## config.mk

```make
export PLATFORM = sky130hd
export DESIGN_NAME = frame_sync_ctrl
export DESIGN_NICKNAME = d
export VERILOG_FILES = /design/src/rtl/frame_sync_ctrl.sv
export SDC_FILE = /design/constraint.sdc
export NUM_CORES = 1
export LEC_CHECK = 0
export CAP_MARGIN = 5
export CORE_ASPECT_RATIO = 0.75
export CORE_MARGIN = 2
export CORE_UTILIZATION = 43
export DETAILED_ROUTE_END_ITERATION = 12
export MAX_ROUTING_LAYER = met4
export PLACE_DENSITY_LB_ADDON = 0.12
export REMOVE_ABC_BUFFERS = 1
export SLEW_MARGIN = 20
export SYNTH_ARGS = -nofsm -noshare
export SYNTH_HDL_FRONTEND = slang
export SYNTH_SLANG_ARGS = --single-unit
export TNS_END_PERCENT = 20
```

## constraint.sdc

```tcl
create_clock -name clock -period 11.35 [get_ports clock]
set_input_delay 2.27 -clock clock [delete_from_list [all_inputs] [get_ports clock]]
set_output_delay 2.27 -clock clock [all_outputs]
set_load 0.01 [all_outputs]
```

## src/rtl/frame_sync_ctrl.sv

```systemverilog
// Frame-level handshake between VGA end-of-frame and the pong CPU: raises a pending flag per
// frame and commits the CPU ball position to display shadow registers when the CPU acknowledges.
module frame_sync_ctrl #(
  parameter logic [11:0] BASE_ADDR = 12'hF00,
  parameter int          CNT_W     = 16
) (
  input  logic        clock,
  input  logic        reset,
  input  logic        screenEnd,
  input  logic        wren,
  input  logic [11:0] address,
  input  logic [31:0] data,
  output logic [31:0] q,
  output logic        hit,
  input  logic [31:0] ball_x_cpu,
  input  logic [31:0] ball_y_cpu,
  input  logic [31:0] ball_xinit,
  input  logic [31:0] ball_yinit,
  output logic [31:0] ball_x,
  output logic [31:0] ball_y,
  output logic        frame_pending
);

  typedef enum logic [1:0] {IDLE, PENDING, COMMIT} state_t;

  localparam logic [CNT_W-1:0] CNT_ONE = 1;

  state_t           state;
  logic             se_d;
  logic             frame_edge;
  logic             ack;
  logic             carry_frame;
  logic             overrun_sticky;
  logic [CNT_W-1:0] frame_cnt;
  logic [CNT_W-1:0] ovr_cnt;
  logic [11:0]      offset;
  logic             in_range;
  logic             unused_data;

  assign frame_edge    = screenEnd & ~se_d;
  assign offset        = address - BASE_ADDR;
  assign in_range      = (offset < 12'd4);
  assign ack           = wren && (offset == 12'd1);
  assign frame_pending = (state == PENDING);
  assign unused_data   = ^{data[31:2], data[0]};

  // Read port mirrors RAM timing: data for last cycle's address, zero outside the block.
  always_ff @(posedge clock) begin
    if (reset) begin
      q   <= 32'd0;
      hit <= 1'b0;
    end else begin
      hit <= in_range;
      q   <= 32'd0;
      if (in_range) begin
        case (offset[1:0])
          2'd0:    q <= {30'd0, overrun_sticky, frame_pending};
          2'd2:    q <= {{(32-CNT_W){1'b0}}, frame_cnt};
          2'd3:    q <= {{(32-CNT_W){1'b0}}, ovr_cnt};
          default: q <= 32'd0;
        endcase
      end
    end
  end

  // An ack that coincides with a new frame edge leaves carry_frame set so the
  // frame is re-announced right after the commit cycle instead of being lost.
  always_ff @(posedge clock) begin
    if (reset) begin
      state          <= IDLE;
      se_d           <= 1'b0;
      carry_frame    <= 1'b0;
      overrun_sticky <= 1'b0;
      frame_cnt      <= '0;
      ovr_cnt        <= '0;
      ball_x         <= ball_xinit;
      ball_y         <= ball_yinit;
    end else begin
      se_d <= screenEnd;
      if (ack && data[1]) overrun_sticky <= 1'b0;
      case (state)
        IDLE: begin
          if (frame_edge) begin
            state     <= PENDING;
            frame_cnt <= frame_cnt + CNT_ONE;
          end
        end
        PENDING: begin
          if (ack) begin
            state       <= COMMIT;
            carry_frame <= frame_edge;
            if (frame_edge) frame_cnt <= frame_cnt + CNT_ONE;
          end else if (frame_edge) begin
            frame_cnt      <= frame_cnt + CNT_ONE;
            overrun_sticky <= 1'b1;
            if (ovr_cnt != '1) ovr_cnt <= ovr_cnt + CNT_ONE;
          end
        end
        COMMIT: begin
          ball_x      <= ball_x_cpu;
          ball_y      <= ball_y_cpu;
          carry_frame <= 1'b0;
          if (frame_edge) frame_cnt <= frame_cnt + CNT_ONE;
          state <= (frame_edge || carry_frame) ? PENDING : IDLE;
        end
        default: state <= IDLE;
      endcase
    end
  end

endmodule
```

* Word-level counts from Yosys, hierarchy flattened *
Cells that the tools add are included.

word-level totals
  register bits after elaboration = 134
  latch bits = 0
  RAM bits = 0
  memory bits (read-only) = 0
  bits of input ports = 176
  output and inout bits = 98
  word-level logic and storage cells = 54
  memories kept = 0

operators by class
  add/sub/neg operators = 3
  multipliers = 0
  divide/modulo/power cells = 0
  $lt $le $gt $ge = 1
  equal/unequal tests = 8
  shift operators = 0
  multiplexer cells = 15
  bitwise logic cells = 4
  reduce and logical (&&, ||, !) cells = 13

operators with widths
  cell                                                         count
  two-way mux 32 bit                                           4
  case mux 16 bit (3 select lines)                             1
  adder 16 x 1 -> 16 bit, second input constant                2
  inequality test 16 bit, second input constant                1
  == test 12 x 1 -> 1 bit, second input constant               1
  less-than comparator 12 x 3 -> 1 bit, second input constant  1
  subtractor 12 bit, second input constant                     1
  == test 2 bit, second input constant                         3
  two-way mux 1 bit                                            6
  case mux 2 bit (3 select lines)                              1
  AND reduction 2 bit                                          3
  zero test 2 bit                                              2
  two-way mux 2 bit                                            2
  AND reduction 4 bit                                          1
  nonzero test 2 bit                                           2
  inverter 1 bit                                               3
  OR reduction 3 bit                                           1
  == test 2 x 1 -> 1 bit, second input constant                1
  logical AND 1 bit                                            2
  inequality test 2 x 1 -> 1 bit, second input constant        1
  inequality test 2 bit, second input constant                 1
  case mux 1 bit (2 select lines)                              1
  OR reduction 2 bit                                           1
  bitwise AND 1 bit                                            1
  logical OR 1 bit                                             1

* Depth between registers and ports, before layout *
  depth in word-level cells = 8
  depth in mapped cells = 7
  gate-level depth less buffers = 6

* Worst setup path after synthesis *
OpenSTA, ideal clock, no wires.

  path kind = input -> register
  from = in reset
  to = reg ball_x[0], enable pin
  library setup time = 432 ps
  arrival = 4683 ps
  data required time = 10918 ps
  path slack = 6235 ps
  stages on the path = 4
  path buffers = 3
  cells stage by stage = clkbuf_1 > clkbuf_1 > clkbuf_1 > nand2b_1

between the ends
  word-level cells in the longest chain between the ends = 1

ends and longest elaborated chain
  what                          RTL line  source
  from (decl)                   8         input logic reset,
  nonzero test 2 bit (no line)  n/a
  to (signal assigned)          76        ball_x <= ball_xinit;
  to (signal assigned)          100       ball_x <= ball_x_cpu;
  to (decl)                     19        output logic [31:0] ball_x,

No other way between the ends.
A chain may end at the register's enable or synchronous reset.

* Worst setup path after layout *
  from = in address[0]
  to = reg ovr_cnt[13]

between the ends
  word-level cells in the longest chain between the ends = 5

ends and longest elaborated chain
  what                           RTL line  source
  from (decl)                    11        input logic [11:0] address,
  subtractor 12 bit              41        assign offset = address - BASE_ADDR;
  == test 12 x 1 -> 1 bit        43        assign ack = wren && (offset == 12'd1);
  logical AND 1 bit              43
  inverter 1 bit (no line)       n/a
  AND reduction 4 bit (no line)  n/a
  to (signal assigned)           96        if (ovr_cnt != '1) ovr_cnt <= ovr_cnt + CNT_ONE;
  to (decl)                      35        logic [CNT_W-1:0] ovr_cnt;

No other way between the ends.

==> results.md <==
* Status: complete, no violations
* Leading area contributor after synthesis: edfxtp_1
* Avg Cell Area, Syn at between 10 and 15 sq um
* Clock Skews at about 11 ps
* CTS Buffer Depth at 2
* Avg Vias per Cell at ~5
* Final GP Congestion at approximately 0.80
* Slew HR at 0.315
* Routed len/inst at between 15 and 20 um
* # setup viols final at 0
* Placed cell count at between 700 and 800
* Initial DRC count at between 150 and 200
* Switch share at 0.201
* Later-pin clock latency in the skew report at ~410 ps
* CTS H-tree lvls at 4
* Period utilization at 0.418
* Seq/Total Area, Yosys at 0.582
* Grt ovf at 0
* Sw power at around 240 uW
* P&R area growth vs syn at 57.5%
* CTS resizes at 0
* Hold_buf cts at 0
* Gate power share at 0.115
* Busiest grt layer: met2
* Clk pwr share at 0.482
* RSZ-0062 raised after global routing: no
* Initial Utilization at 0.442
* CP max FO at 18
* Maximum vdd ir drop at ~0.11 mV
* Layout cell share with drive strength beyond 1 at 0.160
* Critical Path RT at roughly 12000 ps
* Non-filler instance count after layout at ~820
* Kind of critical path: input pin to flop
* CP top delay family: simple AND/OR/NAND/NOR gates
* CP peak stage delay at ~940 ps
* Ranking of synthesized cells by area: edfxtp_1, dfxtp_1, mux2_2
* Gate Count Post-Synth at between 400 and 500
* Final #Nets at 821
* Antenna-violating nets left at 0
* Core Footprint at ~0.012 sq mm
* Drt total wl at about 14 mm
* Max-cap viol count at 0
* Pre-antenna DRT Iters at 4
* Commonest cells after routing, fill and taps aside: clkdlybuf4s50_1, mux2_2, edfxtp_1
* Reg clk slew, reported paths at approximately 50 ps
* Async S/R FF share, synth at 0
* Tmin final at between 4000 and 5000 ps
* # IOs at ~270
* Die Height at approximately 99 um
* Synth Warn # at 0
* Max Freq at ~210 MHz
* CTS tree: built
* Most used cell, CP: or4_1
* Met2 Track Usage GR at 0.373
* # fillers at about 900
* Synthesis-stage register bit count at between 100 and 150
* Worst-Margin Slew at slightly above 1000 ps
* Clock sink count at approximately 120
* Seq pwr share at 0.403
* Pins Over Slew Limit at 0
* Post-synth cell types at 43
* Post-synthesis cell area at approximately 0.0052 sq mm
* GR Layer Usage met1 at 0.249
* Die extent in x at 130 um
* Row cnt at 34
* Antenna violations before repair at 0
* IO Port Bufs at approximately 230
* Bufs and invs on worst path at 1
* Share of the synthesized area in the top cell type at 0.373
* CP Launch Type: input pin
* Global-route wire length before repair at ~21 mm
* TritonCTS Buffers at 17
* Cell Chain, Critical Path: clkdlybuf4s50_1 -> nand3b_1 -> nor4_4 -> or4_1 -> or4_1 -> a21oi_1
* Total global-route track usage at 0.219
* Antenna diodes at 0
* Ys flop type: edfxtp_1
* P per Cell Area at 146 mW/mm^2
* Critical path endpoint category: flop
* Type of the tightest min-delay check: flop to flop
* Root Buffer Master: clkbuf_16
* Number of global-route vias before repair at between 3k and 4k
* Worst path slowest cell: clkdlybuf4s50_1
* Most common cell after layout, fill and taps aside: clkdlybuf4s50_1
* Total negative setup slack at 0 ps
* Largest net degree at the start of global routing at 65
* Post-CTS Setup Repair Bufs at 0
* Met3 Use GR at 0.0548
* DR DRC count at 0
* Post-synth EDFFs at 64
* Vias at between 4k and 5k
* Arr. time, crit path at around 5000 ps
* Full die area at 0.0129 sq mm
* Internal at about 950 uW
* Leak at 2.94 nW
* HPWL after DPL at 10.2 mm
* Final Hold Viols at 0
[power groups by stage]
stage                     registers, mW  clock network, mW  logic (mW)
after global placement            0.485                  0       0.134
after floorplan                   0.495                  0      0.0330
final                             0.478              0.571       0.136
after global routing              0.479              0.597       0.145
after detailed placement          0.486                  0       0.136
after CTS                         0.478              0.579       0.138
[tightest hold or removal path, cell delays in order (launching register included)]
cell and delay, ps:
dfxtp_1 340, mux2i_1 70, nor2_1 70
[layout make-up]
class                      count  area [sq um]  area share
sequential                   118          3000       0.370
timing repair buffer         228          2270       0.280
multi-input combinational    276          2020       0.248
clock buffer                  21           440      0.0542
tap                          162           203      0.0249
clock inverter                11           181      0.0223
inverter                       2          7.51    0.000924
[cells in the mapped netlist, types with 5 or more instances]
master	instances
a21oi_1	14
edfxtp_1	64
xnor2_1	5
nor2_1	42
xor2_1	12
o21ai_0	5
or4_1	6
nand4_1	10
mux2_2	68
nor2b_1	5
or3_1	7
nand2_1	18
mux2i_1	14
nand3_1	10
clkbuf_1	13
dfxtp_1	54
buf_4	18
o31ai_1	5
[cells by family after synthesis]
group	synth area share
other	0.000727
AOI/OAI and AO/OA	0.0383
xor gates and xnor gates	0.0289
DFF	0.582
adders and majority gates	0.00485
and+or+nand+nor	0.130
buffers and inverters	0.0395
muxes	0.176
[worst paths after layout]
kind | from | to | slack, ps | cells past startpoint
setup / recovery | address[0] | ovr_cnt[13] | 6610 | 6
hold / removal | frame_cnt[15] | q[15] | 510 | 2
setup reg to reg | state[0] | ovr_cnt[13] | 8960 | 5
hold reg to reg | frame_cnt[15] | q[15] | 510 | 2
[registers in the layout, indices dropped and copies added (netlist names)]
register,flops
ball_x,32
ball_y,32
frame_cnt,16
ovr_cnt,16
q,16
state,2
carry_frame,1
hit,1
overrun_sticky,1
se_d,1
[layer usage]
metal,wire (um),vias to the layer above,part of all wire
met2,7010,179,0.50
met3,1000,19,0.072
li1,-,1945,-
met1,5610,1883,0.40
met5,0,-,0
met4,285,0,0.020
[stage by stage]
stage                     total power, mW  cell area [sq um]  utilization  hold WS, ps  setup WS (ps)
after floorplan                     0.528               5020            -          457           7070
after global placement              0.620               7500        0.643          488           6270
after detailed placement            0.623               7500        0.643          499           6190
after CTS                            1.19               8120        0.697          514           6610
after global routing                 1.22               8130        0.697          531           6480
final                                1.19               8130        0.697          511           6610
(Power assumes the default switching activity.)
